--- src/rtl/ps2_rx_fifo_pkg.sv ---
`default_nettype none
// ============================================================================
// Module : ps2_pkg
// Brief  : Shared PS/2 constants, frame layout and frame check helper.
// Rev    : 1.0
// ============================================================================
package ps2_pkg;

    localparam int PS2_FRAME_BITS = 11;

    localparam logic [7:0] PS2_EXT   = 8'hE0;
    localparam logic [7:0] PS2_BREAK = 8'hF0;

    // Wire order on the pin: start first, stop last
    typedef struct packed {
        logic       stop;
        logic       parity;
        logic [7:0] data;
        logic       start;
    } ps2_frame_t;

    function automatic logic ps2_frame_ok(input ps2_frame_t f);
        return !f.start && f.stop && (^{f.data, f.parity});
    endfunction

endpackage
`default_nettype wire

--- src/rtl/ps2_rx_fifo_if.sv ---
`default_nettype none
// ============================================================================
// Module : ps2_rx_fifo_if
// Brief  : PS/2 pins plus the scan-code pop interface of the receiver.
// Rev    : 1.0
// ============================================================================
interface ps2_rx_fifo_if;
    logic       ps2_clk;
    logic       ps2_data;
    logic       nextdata_n;
    logic [7:0] data;
    logic       ready;
    logic       overflow;
    logic       frame_err;

    modport slave (
        input  ps2_clk,
        input  ps2_data,
        input  nextdata_n,
        output data,
        output ready,
        output overflow,
        output frame_err
    );

    modport master (
        output ps2_clk,
        output ps2_data,
        output nextdata_n,
        input  data,
        input  ready,
        input  overflow,
        input  frame_err
    );
endinterface
`default_nettype wire

--- src/rtl/ps2_rx_fifo_sync_fifo.sv ---
`default_nettype none
// ============================================================================
// Module : sync_fifo
// Brief  : Single-clock FIFO, combinational head, sticky overflow on drop.
// Rev    : 1.0
// ============================================================================
module sync_fifo #(
    parameter int WIDTH = 8,
    parameter int DEPTH = 8
) (
    input  wire logic             clk,
    input  wire logic             rstn,
    input  wire logic             push,
    input  wire logic [WIDTH-1:0] din,
    input  wire logic             pop,
    output logic      [WIDTH-1:0] dout,
    output logic                  empty,
    output logic                  overflow
);
    localparam int AW = $clog2(DEPTH);

    logic [WIDTH-1:0] r_mem [DEPTH];
    logic [AW:0]      r_wptr;
    logic [AW:0]      r_rptr;
    logic             r_overflow;
    logic             w_full;
    logic             w_pop_ok;
    logic             w_push_ok;
    logic             w_drop;

    assign empty     = (r_wptr == r_rptr);
    assign w_full    = (r_wptr[AW] != r_rptr[AW]) && (r_wptr[AW-1:0] == r_rptr[AW-1:0]);
    assign w_pop_ok  = pop && !empty;
    // A pop in the same cycle frees the slot the write lands in
    assign w_push_ok = push && (!w_full || w_pop_ok);
    assign w_drop    = push && w_full && !w_pop_ok;
    assign dout      = empty ? '0 : r_mem[r_rptr[AW-1:0]];
    assign overflow  = r_overflow;

    always_ff @(posedge clk) begin
        if (rstn && w_push_ok)
            r_mem[r_wptr[AW-1:0]] <= din;
    end

    always_ff @(posedge clk) begin
        if (!rstn) begin
            r_wptr     <= '0;
            r_rptr     <= '0;
            r_overflow <= 1'b0;
        end else begin
            if (w_push_ok)
                r_wptr <= r_wptr + 1'b1;
            if (w_pop_ok)
                r_rptr <= r_rptr + 1'b1;
            if (w_drop)
                r_overflow <= 1'b1;
            else if (w_pop_ok)
                r_overflow <= 1'b0;
        end
    end

endmodule
`default_nettype wire

--- src/rtl/ps2_rx_fifo.sv ---
`default_nettype none
// ============================================================================
// Module : ps2_rx_fifo
// Brief  : PS/2 pin synchroniser, frame deserialiser/checker and byte FIFO.
// Rev    : 1.0
// ============================================================================
module ps2_rx_fifo
    import ps2_pkg::*;
#(
    parameter int FIFO_DEPTH  = 8,
    parameter int TIMEOUT_CYC = 10000
) (
    input  wire logic    clk,
    input  wire logic    rstn,
    ps2_rx_fifo_if.slave bus
);
    localparam int                IDLE_W    = $clog2(TIMEOUT_CYC + 1);
    localparam logic [3:0]        LAST_BIT  = 4'(PS2_FRAME_BITS - 1);
    localparam logic [IDLE_W-1:0] IDLE_LAST = IDLE_W'(TIMEOUT_CYC - 1);

    logic              r_clk_s1;
    logic              r_clk_s2;
    logic              r_clk_hist;
    logic              r_data_s1;
    logic              r_data_s2;
    logic [9:0]        r_shift;
    logic [3:0]        r_bitcnt;
    logic [IDLE_W-1:0] r_idle;
    ps2_frame_t        r_frame;
    logic              r_frame_vld;
    logic              r_frame_err;
    logic              w_fall;
    logic              w_timeout;
    logic              w_frame_ok;
    logic              w_push;
    logic              w_empty;

    // Synchronisers idle high to match an undriven PS/2 bus
    always_ff @(posedge clk) begin
        if (!rstn) begin
            r_clk_s1   <= 1'b1;
            r_clk_s2   <= 1'b1;
            r_clk_hist <= 1'b1;
            r_data_s1  <= 1'b1;
            r_data_s2  <= 1'b1;
        end else begin
            r_clk_s1   <= bus.ps2_clk;
            r_clk_s2   <= r_clk_s1;
            r_clk_hist <= r_clk_s2;
            r_data_s1  <= bus.ps2_data;
            r_data_s2  <= r_data_s1;
        end
    end

    assign w_fall    = r_clk_hist && !r_clk_s2;
    assign w_timeout = !w_fall && (r_bitcnt != 4'd0) && (r_idle == IDLE_LAST);

    always_ff @(posedge clk) begin
        if (!rstn) begin
            r_shift     <= '0;
            r_bitcnt    <= '0;
            r_idle      <= '0;
            r_frame     <= '0;
            r_frame_vld <= 1'b0;
        end else begin
            r_frame_vld <= 1'b0;
            if (w_fall) begin
                r_idle <= '0;
                if (r_bitcnt == LAST_BIT) begin
                    r_frame     <= ps2_frame_t'({r_data_s2, r_shift});
                    r_frame_vld <= 1'b1;
                    r_bitcnt    <= '0;
                    r_shift     <= '0;
                end else begin
                    r_shift  <= {r_data_s2, r_shift[9:1]};
                    r_bitcnt <= r_bitcnt + 4'd1;
                end
            end else if (r_bitcnt == 4'd0) begin
                r_idle <= '0;
            end else if (w_timeout) begin
                r_idle   <= '0;
                r_bitcnt <= '0;
                r_shift  <= '0;
            end else begin
                r_idle <= r_idle + 1'b1;
            end
        end
    end

    // The completed frame is judged one cycle after capture
    assign w_frame_ok = ps2_frame_ok(r_frame);
    assign w_push     = r_frame_vld && w_frame_ok;

    always_ff @(posedge clk) begin
        if (!rstn)
            r_frame_err <= 1'b0;
        else
            r_frame_err <= (r_frame_vld && !w_frame_ok) || w_timeout;
    end

    sync_fifo #(
        .WIDTH (8),
        .DEPTH (FIFO_DEPTH)
    ) u_fifo (
        .clk      (clk),
        .rstn     (rstn),
        .push     (w_push),
        .din      (r_frame.data),
        .pop      (!bus.nextdata_n),
        .dout     (bus.data),
        .empty    (w_empty),
        .overflow (bus.overflow)
    );

    assign bus.ready     = !w_empty;
    assign bus.frame_err = r_frame_err;

endmodule
`default_nettype wire

--- src/flat_wrapper.sv ---
// flat-port wrapper written by rule: the top's interface ports become plain ports
module ps2_rx_fifo_flat import ps2_pkg::*;
#(
    parameter int FIFO_DEPTH  = 8,
    parameter int TIMEOUT_CYC = 10000
)
  (clk, rstn, bus_ps2_clk, bus_ps2_data, bus_nextdata_n, bus_data, bus_ready, bus_overflow, bus_frame_err);
  ps2_rx_fifo_if bus_i ();
  input  wire logic clk;
  input  wire logic rstn;
  input wire logic [$bits(bus_i.ps2_clk)-1:0] bus_ps2_clk;
  input wire logic [$bits(bus_i.ps2_data)-1:0] bus_ps2_data;
  input wire logic [$bits(bus_i.nextdata_n)-1:0] bus_nextdata_n;
  output wire logic [$bits(bus_i.data)-1:0] bus_data;
  output wire logic [$bits(bus_i.ready)-1:0] bus_ready;
  output wire logic [$bits(bus_i.overflow)-1:0] bus_overflow;
  output wire logic [$bits(bus_i.frame_err)-1:0] bus_frame_err;
  assign bus_i.ps2_clk = bus_ps2_clk;
  assign bus_i.ps2_data = bus_ps2_data;
  assign bus_i.nextdata_n = bus_nextdata_n;
  assign bus_data = bus_i.data;
  assign bus_ready = bus_i.ready;
  assign bus_overflow = bus_i.overflow;
  assign bus_frame_err = bus_i.frame_err;
  ps2_rx_fifo #(.FIFO_DEPTH(FIFO_DEPTH), .TIMEOUT_CYC(TIMEOUT_CYC)) u_core (.clk(clk), .rstn(rstn), .bus(bus_i));
endmodule
--- config.mk ---
export PLATFORM = sky130hd
export DESIGN_NAME = ps2_rx_fifo_flat
export DESIGN_NICKNAME = d
export VERILOG_FILES = /design/src/rtl/ps2_rx_fifo_pkg.sv /design/src/rtl/ps2_rx_fifo_if.sv /design/src/rtl/ps2_rx_fifo_sync_fifo.sv /design/src/rtl/ps2_rx_fifo.sv /design/src/flat_wrapper.sv
export SDC_FILE = /design/constraint.sdc
export NUM_CORES = 1
export LEC_CHECK = 0
export ABC_AREA = 1
export CAP_MARGIN = 15
export CORE_ASPECT_RATIO = 0.75
export CORE_MARGIN = 3
export CORE_UTILIZATION = 55
export CTS_CLUSTER_DIAMETER = 50
export CTS_CLUSTER_SIZE = 12
export DETAILED_ROUTE_END_ITERATION = 6
export PLACE_DENSITY = 0.75
export RECOVER_POWER = 25
export SLEW_MARGIN = 20
export SYNTH_ARGS = -nofsm -noshare
export SYNTH_HDL_FRONTEND = slang
export SYNTH_SLANG_ARGS = --single-unit
--- constraint.sdc ---
create_clock -name clk -period 2.2 [get_ports clk]
set_clock_uncertainty 0.1 [all_clocks]
set_input_delay 0.44 -clock clk [delete_from_list [all_inputs] [get_ports clk]]
set_output_delay 0.44 -clock clk [all_outputs]
set_load 0.03 [all_outputs]
**After elaboration in Yosys (flattened, before gate mapping)**

Memory sizes are Yosys's and may differ from the RTL's. A register that Yosys moved wholly into a read port is not among the register bits.
Index checks and enable logic that the tools add are counted.

- Bits in writable memories: 64
- Logic and storage cells: 77
- ROM bits: 0
- Input bits: 5
- Output and inout port bits: 11
- Flip-flop bits (word level): 55
- Memories: 1
- Latch bits: 0

- Divide/modulo/power cells: 0
- Reduce and logical (&&, ||, !) cells: 32
- Multipliers: 0
- Magnitude comparators: 0
- Shift-type cells: 0
- Multiplexer cells: 16
- Bitwise logic cells: 1
- Equal/unequal tests: 6
- $add $sub $neg: 4

Memory list:

| name | words | width | read ports | clocked after Yosys merged registers in | write ports | RTL line | text |
|---|---|---|---|---|---|---|---|
| u_core.u_fifo.r_mem | 8 | 8 | 1 | 1 | 1 | ps2_rx_fifo_sync_fifo.sv:22 | `logic [WIDTH-1:0] r_mem [DEPTH];` |

Operators by type and width:

| kind | count |
|---|---|
| two-way mux 10 bit | 4 |
| two-way mux 4 bit | 4 |
| adder 14 x 1 -> 14 bit, second input constant | 1 |
| equality test 14 bit, second input constant | 1 |
| logical AND 1 bit | 13 |
| adder 4 x 1 -> 4 bit, second input constant | 3 |
| XOR reduction 9 bit | 1 |
| logical NOT 1 bit | 8 |
| two-way mux 8 bit | 1 |
| two-way mux 3 bit | 2 |
| AND reduction 2 bit | 3 |
| two-way mux 1 bit | 5 |
| equality test 4 bit | 1 |
| equality test 4 bit, second input constant | 1 |
| logical NOT 4 bit | 1 |
| nonzero test 2 bit | 2 |
| nonzero test 4 bit | 1 |
| OR reduction 4 bit | 1 |
| equality test 3 bit | 1 |
| logical OR 1 bit | 2 |
| != test 2 x 1 -> 1 bit, second input constant | 1 |
| != test 1 bit | 1 |
| NOT 1 bit | 1 |

**Depth between registers and ports, before layout**

- Depth in word-level cells: 8
- Gate-level depth with buffers: 13
- Gate-level depth less buffers: 13

**Cells and area by module**

Synthesis repeated with hierarchy kept, for this count alone.

- Cells, all modules: 562
- Area total of the unflattened synthesis: 5362.6 um^2

By module, submodules not included:

| module | area each (um^2) | times used | sequential area each (um^2) | cells each |
|---|---|---|---|---|
| sync_fifo | 3226.8 | 1 | 2162.1 | 293 |
| ps2_rx_fifo | 2135.8 | 1 | 920.9 | 269 |

**Least setup slack after synthesis**

No wires, ideal clock.

- Kind: flip-flop to flip-flop
- Start: register u_core.r_frame[7] (netlist bit)
- End: memory u_core.u_fifo.r_mem[7][0] (enable)
- Library setup time: 383 ps
- Path slack: -61 ps
- Cell stages (with the launch flop): 11
- Arrival time: 1777 ps
- Clock period less this slack: 2261 ps
- Buffers on the path: 0
- Required time: 1717 ps
- Cells stage by stage: dfxtp_1 -> inv_1 -> nand2_1 -> nand2_1 -> nand2_1 -> nand2_1 -> nand2_2 -> nand3_2 -> nand2_1 -> nand4_4 -> nor3_1

- Longest elaborated chain between the ends: 7

RTL lines:

| element | RTL line | text |
|---|---|---|
| start, declared | ps2_rx_fifo.sv:29 | `ps2_frame_t r_frame;` |
| start signal, assigned | ps2_rx_fifo.sv:70 | `r_frame <= ps2_frame_t'({r_data_s2, r_shift});` |
| XOR reduction 9 bit | ps2_rx_fifo_pkg.sv:23 | `return !f.start && f.stop && (^{f.data, f.parity});` |
| logical AND 1 bit | ps2_rx_fifo_pkg.sv:23 |  |
| logical AND 1 bit | ps2_rx_fifo.sv:92 | `assign w_push = r_frame_vld && w_frame_ok;` |
| logical AND 1 bit | ps2_rx_fifo_sync_fifo.sv:35 | `assign w_push_ok = push && (!w_full \|\| w_pop_ok);` |
| logical AND 1 bit | ps2_rx_fifo_sync_fifo.sv:41 | `if (rstn && w_push_ok)` |
| two-way mux 1 bit | ps2_rx_fifo_sync_fifo.sv:41 |  |
| two-way mux 1 bit (implied by the code) | ps2_rx_fifo_sync_fifo.sv:42 | `r_mem[r_wptr[AW-1:0]] <= din;` |
| end, declared | ps2_rx_fifo_sync_fifo.sv:22 |  |

No other way between the ends.

**Final worst setup path**

- Start: register u_core.u_fifo.r_rptr[0]
- End: output bus_data[4]

- Longest elaborated chain between the ends: 2

RTL lines:

| element | RTL line | text |
|---|---|---|
| start, declared | ps2_rx_fifo_sync_fifo.sv:24 | `logic [AW:0] r_rptr;` |
| start signal, assigned | ps2_rx_fifo_sync_fifo.sv:54 | `r_rptr <= r_rptr + 1'b1;` |
| equality test 4 bit | ps2_rx_fifo_sync_fifo.sv:31 | `assign empty = (r_wptr == r_rptr);` |
| two-way mux 8 bit | ps2_rx_fifo_sync_fifo.sv:37 | `assign dout = empty ? '0 : r_mem[r_rptr[AW-1:0]];` |
| end, declared | flat_wrapper.sv:14 | `output wire logic [$bits(bus_i.data)-1:0] bus_data;` |

No other way between the ends.

==> qor.txt <==
Status = complete, but fails checks
Violated checks = negative setup slack
P_int = 4330 uW
Synth area leader = edfxtp_1
RSZ-0062 raised after global routing = true
PortBufs = 15
Setup TNS = -0.869 ns
Starting density of the core = 0.582
Post-synthesis cell count = 501
WP data required = 1.66 ns
Vias in the first global route = 3571
Sink Count = 122
Yosys cell types = 32
Dpl ws = -0.00612 ns
Ys Warns = 0
Ports = 16
Nets@finish = 570
Asr flop ratio synth = 0
Hold Path Depth = 1
NetSw = 1350 uW
FF-to-FF End = u_core.u_fifo.r_mem[0][4]
Hold EP = u_core.r_clk_s2
Num CTS Buffers = 17
# rows = 29
Layout area overhead = 24.9%
Min-delay src = u_core.r_clk_s1
Critical path type = flip-flop to primary output
CTS tree = done
F_max = 425 MHz
Seq/Total Area, Yosys = 0.609
Top post-synthesis cells by area = edfxtp_1 38%, dfxtp_1 23%, o21ai_0 5.7%
Worst setup EP type = primary output
# diodes = 0
Total wire length = 11400 um
Hold buffer count at CTS = 0
Clk buf depth = 2
Flops & latches, synth = 122
Max_slew headroom = 0.589
Root Driver = clkbuf_16
Primary FF master, synth = edfxtp_1
Drt via density = 5.57
Largest net degree at the start of global routing = 33
Placed instance count = 636
Tot GR Track Use = 0.230
CP arrival = 1.81 ns
Synthesized area per cell = 10.1 um2
Die ar. = 10400 um2
Crit path launch type = flip-flop
CP Max Fanout = 5
Final hold violation count = 0
Crit path launch = u_core.u_fifo.r_rptr[0]
Leakage = 0.00219 uW
DR iter-0 viols = 296
Worst hold path type = flip-flop to flip-flop
Final ANT Viol Nets = 0
DR pass1 iterations = 5
FF-to-FF Start = u_core.r_frame[4]
Maximum vdd ir drop = 0.683 mV
Gp weighted congestion = 0.850
Worst setup margin = -0.151 ns
First-pass GRT wire length = 17600 um
CORE AREA = 8710 um2
Flop pwr share = 0.426
Reg2reg setup slack = 0.18 ns
Final period util = 1.07
Mapped Area = 5060 um2
Total gr overflow = 0
Via count of the routed design = 3788
Endpoints failing setup = 8
Power per Cell Area = 897 nW/um2
Final min period = 2.35 ns
Fin Hold WS = 0.311 ns
Syn_nets = 512
Worst-margin pin slew = 0.616 ns
DIE HEIGHT = 89.1 um
Initial antenna violation count = 0
Fin cells = 680
Clk slew on worst S/H paths = 0.05 ns
Final Max Tran Viols = 0
HPWL after DPL = 7110 um
Path depth of the worst reg2reg path = 11
CTS H-tree depth = 4
Layout cells sized above 1 = 0.247
Post-synth EDFFs = 64
Residual DRC count = 0
Max capacitance violation total = 0
Sw frac = 0.237
Wire length per cell = 16.8 um
Clock power frac = 0.475
Area share of the largest cell type after synthesis = 0.379
Post-Route Utilization = 0.727
Worst-Skew Late Latency = 0.42 ns
Comb power frac = 0.099
Die Width = 117 um
## critical path: stages (launching register included)
cell and delay [ns]:
dfxtp_2 0.34, xnor2_2 0.20, nand2_2 0.10, nor2_4 0.13, nand2_4 0.10, buf_8 0.16, o21ai_1 0.08, a31oi_1 0.08
buf_4 0.22
## cell usage after synthesis, types with 4 or more instances
library cell and instances:
a21oi_2 4, dfxtp_1 58, o22ai_1 18, inv_1 45, nand2_2 5, ha_1 6
nand3_1 8, xor2_1 7, nand4_1 8, a21oi_1 21, nor2_2 4, inv_2 5
clkbuf_1 16, a31oi_1 9, nor3_1 5, nand3_2 7, xnor2_1 7, o21ai_0 58
nor2_1 72, nand2_1 52, or2_2 4, edfxtp_1 64
## worst max-delay path by stage
stage                                      endpoint  slack, ns  depth (start not counted)
after floorplan           u_core.u_fifo.r_mem[7][0]      -0.06                         10
after global placement    u_core.u_fifo.r_mem[0][5]      0.006                          7
after detailed placement  u_core.u_fifo.r_mem[0][5]     -0.006                          7
after CTS                               bus_data[4]      -0.10                          8
after global routing                    bus_data[4]      -0.25                          8
final                                   bus_data[4]      -0.15                          8
## cell usage in the layout, fill, tap and decap left out, types with 8 or more instances in the layout
master	instances
nand2_1	51
inv_1	44
o21ai_0	36
clkbuf_16	20
edfxtp_1	64
nand3_1	8
dfxtp_1	51
buf_4	36
nand4_1	8
a21oi_1	21
o21ai_1	17
o22ai_1	15
nor2_1	70
a31oi_1	9
## power groups by stage
stage	clock network, uW	logic (uW)	registers, uW
floorplan	0	271	2450
global placement	0	407	2450
detailed placement	0	415	2460
CTS	2720	519	2410
global route	2830	598	2420
finish	2700	562	2420
## registers in the layout, indices dropped and copies added (netlist names), named ones only
name	cells
u_core.bus.frame_err	1
u_core.r_bitcnt	4
u_core.r_clk_hist	1
u_core.r_clk_s1	1
u_core.r_clk_s2	1
u_core.r_data_s1	1
u_core.r_data_s2	1
u_core.r_frame	11
u_core.r_frame_vld	1
u_core.r_idle	14
u_core.r_shift	10
u_core.u_fifo.overflow	1
u_core.u_fifo.r_mem	64
u_core.u_fifo.r_rptr	4
u_core.u_fifo.r_wptr	4
## cells by family (layout without fill, tap and decap cells)
family                     after synthesis  after routing  synth area share
and+or+nand+nor                        177            177             0.174
DFF                                    122            122             0.609
adders and majority gates                6              6            0.0148
xor gates and xnor gates                14             14            0.0242
buffers and inverters                   69            140            0.0548
AOI/OAI and AO/OA                      113            113             0.124
## through the flow
stage / total power, uW / cell area (um2)
floorplan: 2720 / 5060
global placement: 2860 / 5470
detailed placement: 2870 / 5470
CTS: 5650 / 6260
global route: 5850 / 6330
finish: 5680 / 6330
## what timing repair did
| action | in CTS | in global routing |
|---|---|---|
| endpoints found under the setup margin | 9 | 20 |
| gates resized for setup | 30 | 41 |
| gates cloned | 2 | 0 |
| setup buffers | 9 | 2 |
| pin swaps | 3 | 8 |
## metal layers
layer / track usage / part of all wire / wire [um] / vias up
met5: 0 / 0 / 0 / -
met4: 0.0948 / 0.016 / 187 / 0
met3: 0.0819 / 0.089 / 1010 / 20
met2: 0.348 / 0.46 / 5300 / 139
met1: 0.303 / 0.43 / 4900 / 1789
li1: - / - / - / 1840
## layout make-up
type | instances | area, um2
Timing Repair Buffer | 58 | 495
Clock inverter | 9 | 55.1
Fill cell | 592 | 2380
Tap cell | 108 | 135
Inverter | 50 | 199
Clock buffer | 23 | 536
Sequential cell | 122 | 3100
Multi-Input combinational cell | 310 | 1800
Note: power is estimated with default switching activity, not from simulation.
